--- config.mk ---
export PLATFORM = sky130hd
export DESIGN_NAME = byte_encode
export DESIGN_NICKNAME = d
export VERILOG_FILES = /design/src/rtl/byte_encode_pkg.sv /design/src/rtl/byte_encode_compress.sv /design/src/rtl/byte_encode.sv
export SDC_FILE = /design/constraint.sdc
export NUM_CORES = 1
export LEC_CHECK = 0
export ABC_AREA = 1
export CAP_MARGIN = 20
export CORE_MARGIN = 5
export CORE_UTILIZATION = 52
export DETAILED_ROUTE_END_ITERATION = 7
export HOLD_SLACK_MARGIN = 0.03
export PLACE_DENSITY = 0.77
export SYNTH_ARGS = -nofsm -noshare
export SYNTH_HDL_FRONTEND = slang
export SYNTH_SLANG_ARGS = --single-unit
--- constraint.sdc ---
create_clock -name clk -period 2.1 [get_ports clk]
set_input_delay 0.315 -clock clk [delete_from_list [all_inputs] [get_ports clk]]
set_output_delay 0.315 -clock clk [all_outputs]
set_load 0.01 [all_outputs]
--- src/rtl/byte_encode_pkg.sv ---
// Shared Kyber constants and helpers for the ByteEncode_d packer.
// Coefficient widths and per-polynomial byte counts are derived here.
package byte_encode_pkg;

  localparam int KYBER_N = 256;
  localparam int KYBER_Q = 3329;

  // 256 coefficients of d bits each always fill a whole number of bytes.
  function automatic int bytes_per_poly(input int d);
    return (KYBER_N * d) / 8;
  endfunction

  function automatic bit d_is_legal(input int d);
    return (d == 1) || (d == 4) || (d == 5) || (d == 10) || (d == 11) || (d == 12);
  endfunction

endpackage

--- src/rtl/byte_encode_compress.sv ---
// Kyber Compress_d: y = round(2^D * x / q) mod 2^D for x in [0, q-1].
// Purely combinational; used only by the fused-compress build of byte_encode.
module byte_encode_compress
  import byte_encode_pkg::*;
#(
  parameter int D = 1
) (
  input  logic [11:0]  x,
  output logic [D-1:0] y
);

  localparam int W = 12 + D + 1;

  logic [W-1:0] num;

  // Adding floor(q/2) before the divide turns truncation into round-half-up.
  assign num = (W'(x) << D) + W'(KYBER_Q / 2);
  assign y   = D'(num / W'(KYBER_Q));

endmodule

--- src/rtl/byte_encode.sv ---
// Streaming ByteEncode_d packer: one D-bit coefficient in, little-endian bytes out.
// Define BYTE_ENCODE_FUSED_COMPRESS_EN to take 12-bit coefficients and compress them inline.
module byte_encode
  import byte_encode_pkg::*;
#(
  parameter int D = 1
) (
  input  logic         clk,
  input  logic         rst,
`ifdef BYTE_ENCODE_FUSED_COMPRESS_EN
  input  logic [11:0]  in_data,
`else
  input  logic [D-1:0] in_data,
`endif
  input  logic         in_valid,
  output logic         in_ready,
  output logic [7:0]   out_byte,
  output logic         out_valid,
  input  logic         out_ready,
  output logic         out_last
);

  localparam int AW = D + 7;
  localparam int NB = bytes_per_poly(D);

  generate
    if (!d_is_legal(D)) begin : g_illegal_d
      $error("byte_encode: D=%0d is not one of 1, 4, 5, 10, 11, 12", D);
    end
`ifdef BYTE_ENCODE_FUSED_COMPRESS_EN
    if (D == 12) begin : g_illegal_fused_d
      $error("byte_encode: D=12 cannot be combined with fused compression");
    end
`endif
  endgenerate

  logic [AW-1:0] acc_reg, acc_next;
  logic [4:0]    cnt_reg, cnt_next;
  logic [7:0]    coef_cnt_reg, coef_cnt_next;
  logic [8:0]    byte_cnt_reg, byte_cnt_next;
  logic [D-1:0]  coef;
  logic          accept;
  logic          fire;
  logic          last_byte;

`ifdef BYTE_ENCODE_FUSED_COMPRESS_EN
  byte_encode_compress #(.D(D)) u_compress (
    .x (in_data),
    .y (coef)
  );
`else
  assign coef = in_data;
`endif

  // Every output decodes from registered state; only in_ready also sees rst.
  assign in_ready  = ~rst & (cnt_reg < 5'd8);
  assign out_valid = (cnt_reg >= 5'd8);
  assign out_byte  = acc_reg[7:0];
  assign last_byte = (byte_cnt_reg == 9'(NB - 1));
  assign out_last  = out_valid & last_byte;

  assign accept = in_valid & in_ready;
  assign fire   = out_valid & out_ready;

  // accept needs cnt < 8 and fire needs cnt >= 8, so at most one happens per cycle.
  always_comb begin
    acc_next      = acc_reg;
    cnt_next      = cnt_reg;
    coef_cnt_next = coef_cnt_reg;
    byte_cnt_next = byte_cnt_reg;
    if (accept) begin
      acc_next      = acc_reg | (AW'(coef) << cnt_reg);
      cnt_next      = cnt_reg + 5'(D);
      coef_cnt_next = coef_cnt_reg + 8'd1;
    end else if (fire) begin
      acc_next      = acc_reg >> 8;
      cnt_next      = cnt_reg - 5'd8;
      byte_cnt_next = last_byte ? 9'd0 : byte_cnt_reg + 9'd1;
    end
  end

  always_ff @(posedge clk) begin
    if (rst) begin
      acc_reg      <= '0;
      cnt_reg      <= '0;
      coef_cnt_reg <= '0;
      byte_cnt_reg <= '0;
    end else begin
      acc_reg      <= acc_next;
      cnt_reg      <= cnt_next;
      coef_cnt_reg <= coef_cnt_next;
      byte_cnt_reg <= byte_cnt_next;
    end
  end

  // The final byte of a polynomial can only exist once all 256 coefficients are in.
  a_last_after_full_poly : assert property (
    @(posedge clk) disable iff (rst) (out_last && out_ready) |-> (coef_cnt_reg == 8'd0)
  );

endmodule

==> flow_metrics.py <==
metrics = {
    "yosys": {
        "seq_area_frac_synth_pct": 39.2,
        "synth_edf_count": 0,
        "async_flop_share_pct": 0,
        "syn_area_mm2": 0.00112,
        "synth_cell_types": 22,
        "synthCells": 162,
        "ys_seq_elements": 22,
        "synth_nets": 171,
        "yosys_warnings": 0,
        "syn_area_per_cell_um2": 6.94,
        "yosys_most_used_dff": "dfxtp_1",
    },
    "timing": {
        "setup_viol": 0,
        "tightestPinTransition_ns": 0.295,
        "relSlewSlack_pct": 80.2,
        "fin_hold_ws_ns": 0.472,
        "slew_violations": 0,
        "max_freq_mhz": 499,
        "hold_viol": 0,
        "period_share_pct": 95.4,
        "rsz0062_at_grt": "no",
        "skew_ns": 0.0104,
        "final.setup.tns_ns": 0,
        "layout_min_cycle_time_ns": 2.00,
    },
    "critical_path": {
        "cp.depth": 5,
        "critPathMaxStageDelay_ns": 0.54,
        "crit_start": "cnt_reg[4]$_SDFFE_PP0P_",
        "crit_buf_inv": 3,
        "ff2ff_setup_slack_ns": 0.36,
        "endpoint": "in_ready",
        "cp_max_fo": 5,
        "worstSetupStartpointType": "register",
        "cp_cell_sequence": "inv_1, ha_2, nand2_1, inv_1, clkdlybuf4s50_1",
        "cpMaxStageDelayCell": "clkdlybuf4s50_1",
        "cp_data_arrival_time_ns": 1.69,
        "rr_startpoint": "cnt_reg[3]$_SDFFE_PP0P_",
        "path_class": "reg -> out",
        "critical_path_required_ns": 1.78,
        "crit_top_cell": "inv_1",
        "critPathTopFamily": "buffers and inverters",
        "timing.rr.end": "byte_cnt_reg[1]$_SDFFE_PP0P_",
        "r2r_cells": 7,
        "end_kind": "output pin",
    },
    "grt": {
        "antenna_found_initial": 0,
        "grt_max_degree": 14,
        "grt_pass1_vias": 935,
        "grt_remaining_overflow": 0,
        "grt_usage_pct": 15.3,
        "grt_first_pass_wirelength_um": 3970,
    },
    "floorplan": {
        "core-area_mm2": 0.00200,
        "fp.dieH_um": 56.5,
        "initial_core_util_pct": 56.1,
        "num_rows": 16,
        "die_area_mm2": 0.00319,
        "die_w_um": 56.5,
        "pin_count": 16,
    },
    "finish": {
        "area_delta_synth_final_pct": 18.6,
        "fillers": 190,
        "diodes": 0,
        "final_cell_mix": "44 x nand2_1, 20 x a21oi_1, 20 x dfxtp_1",
        "final_common_cell": "nand2_1",
        "utilization_pct": 66.6,
        "drive_gt1_share_pct": 10.6,
        "final_nets": 190,
        "largest_reg_flops": 9,
        "fin_area_mm2": 0.00133,
    },
    "outcome": {
        "status": "finished clean",
    },
    "drt": {
        "ant_nets": 0,
        "drtIter0Drc": 16,
        "viasPerCell": 5.02,
        "wirelength_um": 2360,
        "routedWlPerCell_um": 11.4,
        "vias": 1040,
        "detail_route.first_pass.iterations": 4,
        "drc": 0,
    },
    "clocking": {
        "cts_tree": "done",
        "cts_sinks": 22,
        "clock_latency_ns": 0.31,
        "cts_buffers": 3,
        "clk_pin_slew_ns": 0.13,
        "post_cts_buffers": 0,
        "cts_root_buf": "clkbuf_4",
        "cts_buffer_depth": 2,
        "htree_num_levels": 1,
        "cts_hold_buf": 0,
    },
    "power": {
        "p_leak_nw": 0.493,
        "vdd_drop_max_mv": 0.395,
        "p_per_area_mw_per_mm2": 541,
        "p_total_mw": 0.721,
    },
    "place": {
        "portBuffers": 15,
        "place_hpwl_um": 1760,
        "place_area_mm2": 0.00129,
        "gp_congestion": 0.820,
    },
    "job": {
        "max-cap-violations": 0,
    },
    "worst_hold_path": {
        "holdPathStages": 2,
        "min-delay-path-class": "reg -> reg",
    },
}
## layer usage
metal | GRT usage (%) | vias up | wire length [um]
li1 | - | 556 | -
met2 | 26.6 | 13 | 1130
met5 | 0 | - | 0
met1 | 18.7 | 469 | 1140
met3 | 5.05 | 2 | 76
met4 | 2.03 | 0 | 13
## worst min-delay path, cell delays in order (launching register included)
cell	delay, ns
dfxtp_1	0.32
nand2_1	0.06
a21oi_1	0.06
## worst min-delay path by stage
stage                             start  slack, ns                            to
2_1_floorplan                       rst       0.38  byte_cnt_reg[2]$_SDFFE_PP0P_
3_3_place_gp   out_byte[1]$_SDFFE_PP0P_       0.45      out_byte[1]$_SDFFE_PP0P_
3_5_place_dp   out_byte[6]$_SDFFE_PP0P_       0.46      out_byte[6]$_SDFFE_PP0P_
4_1_cts        out_byte[6]$_SDFFE_PP0P_       0.48      out_byte[6]$_SDFFE_PP0P_
5_1_grt        out_byte[0]$_SDFFE_PP0P_       0.50      out_byte[0]$_SDFFE_PP0P_
6_report       out_byte[4]$_SDFFE_PP0P_       0.47      out_byte[4]$_SDFFE_PP0P_
## synthesized netlist by cell type (all sizes together) (3+ instances only)
library cell | instances | area, um^2
dfxtp | 22 | 440
nor3 | 7 | 45.0
nand3 | 11 | 67.6
o21ai | 7 | 35.0
inv | 20 | 77.6
nand2 | 45 | 171
nor2 | 18 | 70.1
buf | 3 | 33.8
ha | 4 | 50.1
a21oi | 20 | 100
## through the flow
| step | setup WS (ns) | instances |
|---|---|---|
| finish | 0.0961 | 207 |
| global route | 0.00185 | 207 |
| CTS | 0.0434 | 207 |
| detailed placement | 0.184 | 203 |
| global placement | 0.218 | 203 |
| floorplan | 0.634 | 162 |
## logic make-up (layout without fill, tap and decap cells)
kind of cell | Yosys count | count (layout) | share of synthesized area [%]
adder cells (fa/ha/maj) | 4 | 4 | 4.45
XOR/XNOR | 1 | 1 | 0.780
flip-flops | 22 | 22 | 39.2
AND/OR/NAND/NOR | 83 | 83 | 32.6
AO/OA/AOI/OAI | 28 | 28 | 12.7
buffers and inverters | 24 | 42 | 10.2
## repair_timing
item	4_1_cts	5_1_grt
resized for setup	1	4
gates cloned	0	0
setup endpoints to repair	1	2
## report_power, final
| group | switching [mW] | internal [mW] |
|---|---|---|
| registers | 0.00616 | 0.423 |
| clock network | 0.128 | 0.106 |
| logic | 0.0315 | 0.0255 |
## cell type report
class | instances | area (um^2) | area share [%]
timing repair buffer | 18 | 171 | 12.9
sequential | 22 | 443 | 33.2
multi-input combinational | 116 | 571 | 42.8
clock buffer | 4 | 36.3 | 2.72
tap | 27 | 33.8 | 2.54
inverter | 20 | 77.6 | 5.82
(Power assumes the default switching activity.)
